$ cat src/rtl/ether_tx_framer.sv
// Streaming MII transmit framer: preamble/SFD, zero padding, optional CRC-32 FCS, IFG, underrun/oversize.
// Optional FCS generation is enabled by defining ETH_TX_FCS_EN.
module ether_tx_framer #(
    parameter int MIN_FRAME_BYTES = 60,
    parameter int MAX_FRAME_BYTES = 1514,
    parameter int IFG_BYTES       = 12,
    parameter int PREAMBLE_BYTES  = 7
) (
    input  logic       mii_tx_clk,
    input  logic       rst,
    input  logic [7:0] tx_data,
    input  logic       tx_valid,
    input  logic       tx_last,
    output logic       tx_ready,
    output logic [3:0] mii_txd,
    output logic       mii_tx_en,
    output logic       mii_tx_err,
    output logic       tx_busy,
    output logic       tx_frame_done,
    output logic       tx_underrun,
    output logic       tx_oversize
);

    localparam int              CW       = $clog2(MAX_FRAME_BYTES + 1);
    localparam logic [CW-1:0]   MIN_C    = CW'(MIN_FRAME_BYTES);
    localparam logic [CW-1:0]   MAX_C    = CW'(MAX_FRAME_BYTES);
    localparam logic [15:0]     PRE_LAST = 16'(2 * PREAMBLE_BYTES + 1);
    localparam logic [15:0]     IFG_LAST = 16'(2 * IFG_BYTES - 1);

    typedef enum logic [2:0] {
        S_IDLE,
        S_PREAMBLE,
        S_DATA,
        S_PAD,
`ifdef ETH_TX_FCS_EN
        S_FCS,
`endif
        S_ERR,
        S_DRAIN,
        S_IFG
    } state_t;

    localparam state_t GAP_ST = (IFG_BYTES == 0) ? S_IDLE : S_IFG;
`ifdef ETH_TX_FCS_EN
    localparam state_t END_ST   = S_FCS;
    localparam logic   END_DONE = 1'b0;
`else
    localparam state_t END_ST   = GAP_ST;
    localparam logic   END_DONE = 1'b1;
`endif

    state_t        r_state, w_state_n;
    logic [15:0]   r_nib, w_nib_n;
    logic [7:0]    r_byte;
    logic          r_last;
    logic [CW-1:0] r_cnt;
    logic          r_ovf;
    logic          w_set_err, w_err_ovf, w_pad_byte, w_take;

`ifdef ETH_TX_FCS_EN
    logic [31:0] r_crc;
    logic [31:0] w_fcs;

    function automatic logic [31:0] f_crc8(input logic [31:0] c, input logic [7:0] b);
        logic [31:0] x;
        x = c ^ {24'h0, b};
        for (int unsigned i = 0; i < 8; i++)
            x = x[0] ? ((x >> 1) ^ 32'hEDB8_8320) : (x >> 1);
        return x;
    endfunction

    assign w_fcs = ~r_crc;
`endif

    assign w_take  = tx_valid && tx_ready && (r_state != S_DRAIN);
    assign tx_busy = (r_state != S_IDLE);

    always_comb begin
        w_state_n     = r_state;
        w_nib_n       = r_nib;
        w_set_err     = 1'b0;
        w_err_ovf     = 1'b0;
        w_pad_byte    = 1'b0;
        tx_ready      = 1'b0;
        mii_txd       = '0;
        mii_tx_en     = 1'b0;
        mii_tx_err    = 1'b0;
        tx_frame_done = 1'b0;
        tx_underrun   = 1'b0;
        tx_oversize   = 1'b0;
        case (r_state)
            S_IDLE: begin
                if (tx_valid) begin
                    w_state_n = S_PREAMBLE;
                    w_nib_n   = '0;
                end
            end
            S_PREAMBLE: begin
                mii_tx_en = 1'b1;
                mii_txd   = (r_nib == PRE_LAST) ? 4'hD : 4'h5;
                if (r_nib == PRE_LAST) begin
                    tx_ready = 1'b1;
                    w_nib_n  = '0;
                    if (tx_valid) begin
                        w_state_n = S_DATA;
                    end else begin
                        w_state_n = S_ERR;
                        w_set_err = 1'b1;
                    end
                end else begin
                    w_nib_n = r_nib + 16'd1;
                end
            end
            S_DATA: begin
                mii_tx_en = 1'b1;
                mii_txd   = r_nib[0] ? r_byte[7:4] : r_byte[3:0];
                if (!r_nib[0]) begin
                    w_nib_n = 16'd1;
                end else begin
                    w_nib_n = '0;
                    if (r_last) begin
                        if (r_cnt < MIN_C) begin
                            w_state_n = S_PAD;
                        end else begin
                            w_state_n     = END_ST;
                            tx_frame_done = END_DONE;
                        end
                    end else if (r_cnt == MAX_C) begin
                        w_state_n = S_ERR;
                        w_set_err = 1'b1;
                        w_err_ovf = 1'b1;
                    end else begin
                        tx_ready = 1'b1;
                        if (!tx_valid) begin
                            w_state_n = S_ERR;
                            w_set_err = 1'b1;
                        end
                    end
                end
            end
            S_PAD: begin
                mii_tx_en = 1'b1;
                if (!r_nib[0]) begin
                    w_nib_n = 16'd1;
                end else begin
                    w_nib_n    = '0;
                    w_pad_byte = 1'b1;
                    if ((r_cnt + 1'b1) >= MIN_C) begin
                        w_state_n     = END_ST;
                        tx_frame_done = END_DONE;
                    end
                end
            end
`ifdef ETH_TX_FCS_EN
            S_FCS: begin
                mii_tx_en = 1'b1;
                mii_txd   = w_fcs[{r_nib[2:0], 2'b00} +: 4];
                if (r_nib[2:0] == 3'd7) begin
                    tx_frame_done = 1'b1;
                    w_state_n     = GAP_ST;
                    w_nib_n       = '0;
                end else begin
                    w_nib_n = r_nib + 16'd1;
                end
            end
`endif
            S_ERR: begin
                mii_tx_en   = 1'b1;
                mii_tx_err  = 1'b1;
                tx_underrun = (r_nib == 16'd0) && !r_ovf;
                tx_oversize = (r_nib == 16'd0) && r_ovf;
                if (r_nib[0]) begin
                    w_state_n = S_DRAIN;
                    w_nib_n   = '0;
                end else begin
                    w_nib_n = 16'd1;
                end
            end
            S_DRAIN: begin
                tx_ready = 1'b1;
                if (tx_valid && tx_last) begin
                    w_state_n = GAP_ST;
                    w_nib_n   = '0;
                end
            end
            S_IFG: begin
                // Leave straight for PREAMBLE so a waiting frame sees exactly the gap, no IDLE bubble.
                if (r_nib == IFG_LAST) begin
                    w_state_n = tx_valid ? S_PREAMBLE : S_IDLE;
                    w_nib_n   = '0;
                end else begin
                    w_nib_n = r_nib + 16'd1;
                end
            end
            default: begin
                w_state_n = S_IDLE;
                w_nib_n   = '0;
            end
        endcase
    end

    always_ff @(posedge mii_tx_clk) begin
        if (rst) begin
            r_state <= S_IDLE;
            r_nib   <= '0;
            r_byte  <= '0;
            r_last  <= 1'b0;
            r_cnt   <= '0;
            r_ovf   <= 1'b0;
        end else begin
            r_state <= w_state_n;
            r_nib   <= w_nib_n;
            if (w_set_err)
                r_ovf <= w_err_ovf;
            if (r_state == S_IDLE || r_state == S_IFG) begin
                r_cnt  <= '0;
                r_last <= 1'b0;
            end else if (w_take) begin
                r_byte <= tx_data;
                r_last <= tx_last;
                r_cnt  <= r_cnt + 1'b1;
            end else if (w_pad_byte) begin
                r_cnt <= r_cnt + 1'b1;
            end
        end
    end

`ifdef ETH_TX_FCS_EN
    always_ff @(posedge mii_tx_clk) begin
        if (rst || r_state == S_IDLE || r_state == S_IFG)
            r_crc <= '1;
        else if (w_take)
            r_crc <= f_crc8(r_crc, tx_data);
        else if (w_pad_byte)
            r_crc <= f_crc8(r_crc, 8'h00);
    end
`endif

endmodule
$ cat config.mk
export PLATFORM = sky130hd
export DESIGN_NAME = ether_tx_framer
export DESIGN_NICKNAME = d
export VERILOG_FILES = /design/src/rtl/ether_tx_framer.sv
export SDC_FILE = /design/constraint.sdc
export NUM_CORES = 1
export LEC_CHECK = 0
export CAP_MARGIN = 20
export CORE_MARGIN = 2
export CORE_UTILIZATION = 40
export DETAILED_ROUTE_END_ITERATION = 10
export GPL_TIMING_DRIVEN = 0
export PLACE_DENSITY = 0.63
export SLEW_MARGIN = 20
export SYNTH_ARGS = -nofsm -noshare
export SYNTH_HDL_FRONTEND = slang
export SYNTH_SLANG_ARGS = --single-unit
$ cat constraint.sdc
create_clock -name mii_tx_clk -period 2.55 [get_ports mii_tx_clk]
set_clock_uncertainty 0.2 [all_clocks]
set_input_delay 0.255 -clock mii_tx_clk [delete_from_list [all_inputs] [get_ports mii_tx_clk]]
set_output_delay 0.255 -clock mii_tx_clk [all_outputs]
set_load 0.05 [all_outputs]
==> Yosys cells after proc, flatten, opt, wreduce, memory -nomap -nowiden <==
Cells that the tools add are included.
{ "totals": {"register_bits": 40, "output_inout_bits": 11, "elab_cells": 100} }
{ "op_classes": {"add_sub_neg": 2, "n_lt_le_gt_ge": 2, "eq_ne": 19, "n_mux": 53, "n_bitwise": 1, "reduce_logical": 17} }
{ "op_table": {"columns": ["op", "count"], "rows": [
  ["16-bit case mux with 5 select lines", 1],
  ["16-bit two-way mux", 4],
  ["3-bit two-way mux", 13],
  ["1-bit two-way mux", 26],
  ["11-bit two-way mux", 2],
  ["3-bit case mux with 7 select lines", 1],
  ["16-bit by 1-bit adder with 16-bit output (second input constant)", 1],
  ["16-bit by 4-bit == test with 1-bit output (second input constant)", 1],
  ["16-bit by 5-bit == test with 1-bit output (second input constant)", 1],
  ["16-bit zero test", 1],
  ["2-bit != test (second input constant)", 8],
  ["11-bit by 1-bit adder with 11-bit output (second input constant)", 1],
  ["11-bit == test (second input constant)", 1],
  ["11-bit by 6-bit >= comparator with 1-bit output (second input constant)", 1],
  ["11-bit by 6-bit < comparator with 1-bit output (second input constant)", 1],
  ["3-bit == test (second input constant)", 3],
  ["9-bit AND reduction", 1],
  ["4-bit two-way mux", 2],
  ["4-bit case mux with 2 select lines", 1],
  ["3-bit by 2-bit == test with 1-bit output (second input constant)", 2],
  ["1-bit logical AND", 5],
  ["4-bit != test (second input constant)", 1],
  ["1-bit case mux with 2 select lines", 2],
  ["2-bit AND reduction", 2],
  ["12 further kinds", 12]
]} }

==> Logic depth before layout (Yosys ltp) <==
Gate-level depths: netlist (run 1).
{ "depth": {"depth_word": 8, "depth_mapped": 9, "ltp_nobuf": 8} }

==> Worst setup path after synthesis (run 1) <==
Ideal clock, no wire load.
{ "synth_timing": {"kind": "reg2out", "start": "register r_state[1]", "end": "output port tx_oversize", "t_arrival_ns": 2.955, "slack_ns": -0.860, "path_stages_with_launch": 5, "path_buffers": 1, "cell_sequence": "dfxtp_1 -> buf_6 -> nor3b_1 -> nand2_1 -> nor3_1"} }
{ "synth_between": {"elab_chain_cells": 2} }
{ "synth_rtl": {"columns": ["element", "line", "source"], "rows": [
  ["start: declaration", "52", "state_t r_state, w_state_n;"],
  ["start signal: assignment", "211", "r_state <= w_state_n;"],
  ["3-bit == test", "91", "case (r_state)"],
  ["1-bit two-way mux", "91", null],
  ["end: declaration", "21", "output logic tx_oversize"]
]} }
Every way passes these cells.

==> Final worst setup path (run 1) <==
{ "layout_timing": {"start": "register r_cnt[2]", "end": "output port tx_frame_done"} }
{ "layout_between": {"elab_chain_cells": 5} }
{ "layout_rtl": {"columns": ["element", "line", "source"], "rows": [
  ["start: declaration", "56", "logic [CW-1:0] r_cnt;"],
  ["start signal: assignment", "221", "r_cnt <= r_cnt + 1'b1;"],
  ["start signal: assignment", "223", "r_cnt <= r_cnt + 1'b1;"],
  ["11-bit by 1-bit adder with 11-bit output or 11-bit by 6-bit < comparator with 1-bit output (tied branches)", "148, 122", null],
  ["11-bit by 6-bit >= comparator with 1-bit output or 1-bit two-way mux (tied branches)", "148, 122", null],
  ["1-bit two-way mux (on tied branches)", "148, 121", null],
  ["1-bit two-way mux (on tied branches)", "143, 117", null],
  ["1-bit case mux with 2 select lines (*)", "91", null],
  ["end: declaration", "19", "output logic tx_frame_done,"]
]} }
Every way passes the cells marked *; elsewhere a longest branch is shown, timed or not.

==> flow_summary.toml, run 1 <==
[logic_synthesis]
synthesis.area_um2 = 2330
ys_warn_count = 0
synthCells = 289
synth-seq-cells = 40
synth_ff_type = "dfxtp_1"
ys_seq_area_frac = 0.343
async_reset_ff_frac = 0
syn_nets = 305
syn_avg_cell_area_um2 = 8.07
synth.distinct_cells = 49
synth_edf_count = 0

[clock_tree]
clk_pin_slew_ps = 80
htreeDepth = 2
cts_sinks = 40
cts_buffers = 5
clk_latency_ps = 290
root_buffer = "clkbuf_8"
clockBufferDepth = 2
cts_hold_buffers = 0
cts_tree = "done"

[layout]
antenna-diode-count = 0
finalInstanceArea_um2 = 2790
finalNonFillerCells = 389
fin_nets = 332
drive_gt1_frac = 0.155
fillers = 566
area_growth_pct = 19.5

[detailed_routing]
vias = 2136
drt_iter0_drc = 94
wl_mm = 5.33
firstDrtPassIters = 4
drcViolationCount = 0
post_drt_wl_per_cell_um = 13.7
viasPerCell = 5.49
ant_nets = 0

[critical_path]
critPathArrivalTime_ps = 1990
worst-path-max-fanout = 10
rr_worst_depth = 7
required_ps = 2100
startpoint_type = "flip-flop"
path_class = "reg -> out"
endpoint_kind = "output port"

[place]
dp_hpwl_mm = 3.86
dp_slack_ps = -439
dpl_cell_area_um2 = 2650
io_buffers = 22
gp_congestion = 0.814
dp_cells = 383

[hold_path]
hp-class = "reg -> reg"
whs_path_depth = 2

[global_route]
track_usage = 0.182
antenna_found_initial = 0
grt_pass1_wl_mm = 9.32
grt_pass1_vias = 2049
grt_max_degree = 15
gr-total-overflow = 0

[timing]
worst_pin_slew_ps = 702
hold_viol = 0
finalCriticalPeriod_ps = 2450
setup_viol = 0
rsz0062_at_grt = "yes"
setup_slack_ps = 102
slew_headroom = 0.529
final-max-slew-violation-count = 0
hold_slack_ps = 296
fin_crit_sh = 0.960
fmax_mhz = 408

[floorplanning]
ios = 23
start_util = 0.419
core_area_um2 = 5570
fp.dieW_um = 80.4
dieArea_um2 = 6460
row_count = 27
chipHeight_um = 80.4

[power_and_ir_drop]
power_leakage_nw = 0.963
p_sw_frac = 0.385
switchingPower_mw = 0.680
p_int_mw = 1.09
peakVddDrop_uv = 731
combinationalPowerShare = 0.373
power.density_nw_per_um2 = 633
fin_total_pwr_mw = 1.77
seq_power_share = 0.377
p_clk_frac = 0.249

[run_status]
status = "finished, final reports clean"

[flow_run]
maxCapViolations = 0
==> worst max-delay path, cell delays in order (launching register included) <==
cell and delay (ps):
dfxtp_1 480, nand4_1 190, or2_2 380, a22oi_2 180, nor4_2 80, nor3_2 210
buf_6 190
==> what timing repair did <==
action,CTS,global route
resized for setup,34,22
gates cloned,0,0
setup endpoints to repair,13,31
pin swaps,1,2
buffers inserted,1,0
==> power groups by stage <==
stage	Combinational, mW	Clock (mW)	Sequential, mW
6_report	0.659	0.440	0.666
5_1_grt	0.716	0.485	0.671
4_1_cts	0.655	0.449	0.665
3_5_place_dp	0.666	0	0.679
3_3_place_gp	0.665	0	0.679
2_1_floorplan	0.485	0	0.676
==> metrics by stage <==
stage                      util  TNS (ps)
after floorplan               -      -557
after global placement    0.476     -1160
after detailed placement  0.476     -1140
after CTS                 0.493         0
after global routing      0.500    -0.822
final                     0.500         0
==> final timing paths <==
path	start	endpoint	slack [ps]
worst max-delay path	r_cnt[2]$_SDFFE_PP0P_	tx_frame_done	100
worst min register to register	r_byte[2]$_SDFFE_PP0P_	r_byte[2]$_SDFFE_PP0P_	300
worst min-delay path	r_byte[2]$_SDFFE_PP0P_	r_byte[2]$_SDFFE_PP0P_	300
worst max register to register	r_nib[1]$_SDFFE_PP0P_	r_cnt[10]$_SDFFE_PP0P_	110
==> cells in the mapped netlist (7+ instances only) <==
cell type,count,share of area
dfxtp_1,40,0.34
nor2_1,38,0.061
nand2_1,24,0.039
o21ai_0,18,0.039
a21oi_1,17,0.036
mux2i_1,16,0.069
nor3_1,11,0.024
xor2_1,10,0.038
clkbuf_1,9,0.014
or3_1,9,0.024
inv_1,8,0.013
nand3_1,8,0.017
nand4_1,8,0.021
xnor2_1,7,0.026
==> registers in the layout, summed over array words and instances, names as in the netlist <==
name,cells
r_state,3
r_last,1
r_cnt,11
r_nib,16
r_ovf,1
r_byte,8
==> metal layers <==
metal  part of all wire  global-route usage
met5                  0                   0
met4             0.0041              0.0373
met3              0.051              0.0483
met2               0.45               0.296
met1               0.49               0.242
==> kinds of logic after synthesis <==
group,share of synthesized area
xor+xnor,0.0638
buf+inv,0.0429
flops,0.343
mux,0.0686
fa+ha+maj,0.0214
simple gates,0.316
compound gates,0.144
==> final cells by class <==
class | instances | area, um^2 | share of cell area
clock inverters | 2 | 10.0 | 0.00359
plain buffers | 10 | 56.3 | 0.0202
well taps | 72 | 90.1 | 0.0323
multi-input cells | 227 | 1480 | 0.532
flip-flops and latches | 40 | 807 | 0.289
repair buffers | 23 | 221 | 0.0794
inverters | 9 | 37.5 | 0.0135
clock buffers | 6 | 82.6 | 0.0296
==> cell usage in the layout, fill, tap and decap left out, types with 6 or more instances in the layout <==
cell | Yosys | layout
a21oi_1 | 17 | 16
clkbuf_8 | 0 | 6
clkdlybuf4s50_1 | 0 | 12
dfxtp_1 | 40 | 35
inv_1 | 8 | 8
mux2i_1 | 16 | 16
nand2_1 | 24 | 24
nand3_1 | 8 | 8
nand4_1 | 8 | 8
nor2_1 | 38 | 37
nor3_1 | 11 | 7
o21ai_0 | 18 | 15
or3_1 | 9 | 9
xnor2_1 | 7 | 7
xor2_1 | 10 | 10
No activity file was read; power rests on OpenSTA's default activity.
==> inputs of run 2 (changes only) <==
--- a/config.mk
+++ b/config.mk
@@ -5,6 +5,7 @@
 export SDC_FILE = /design/constraint.sdc
 export NUM_CORES = 1
 export LEC_CHECK = 0
+export ABC_AREA = 0
 export CAP_MARGIN = 20
 export CORE_MARGIN = 2
 export CORE_UTILIZATION = 40
==> results of run 2 <==
Same layout as run 1: the final DEF is identical, and so are final timing and power.
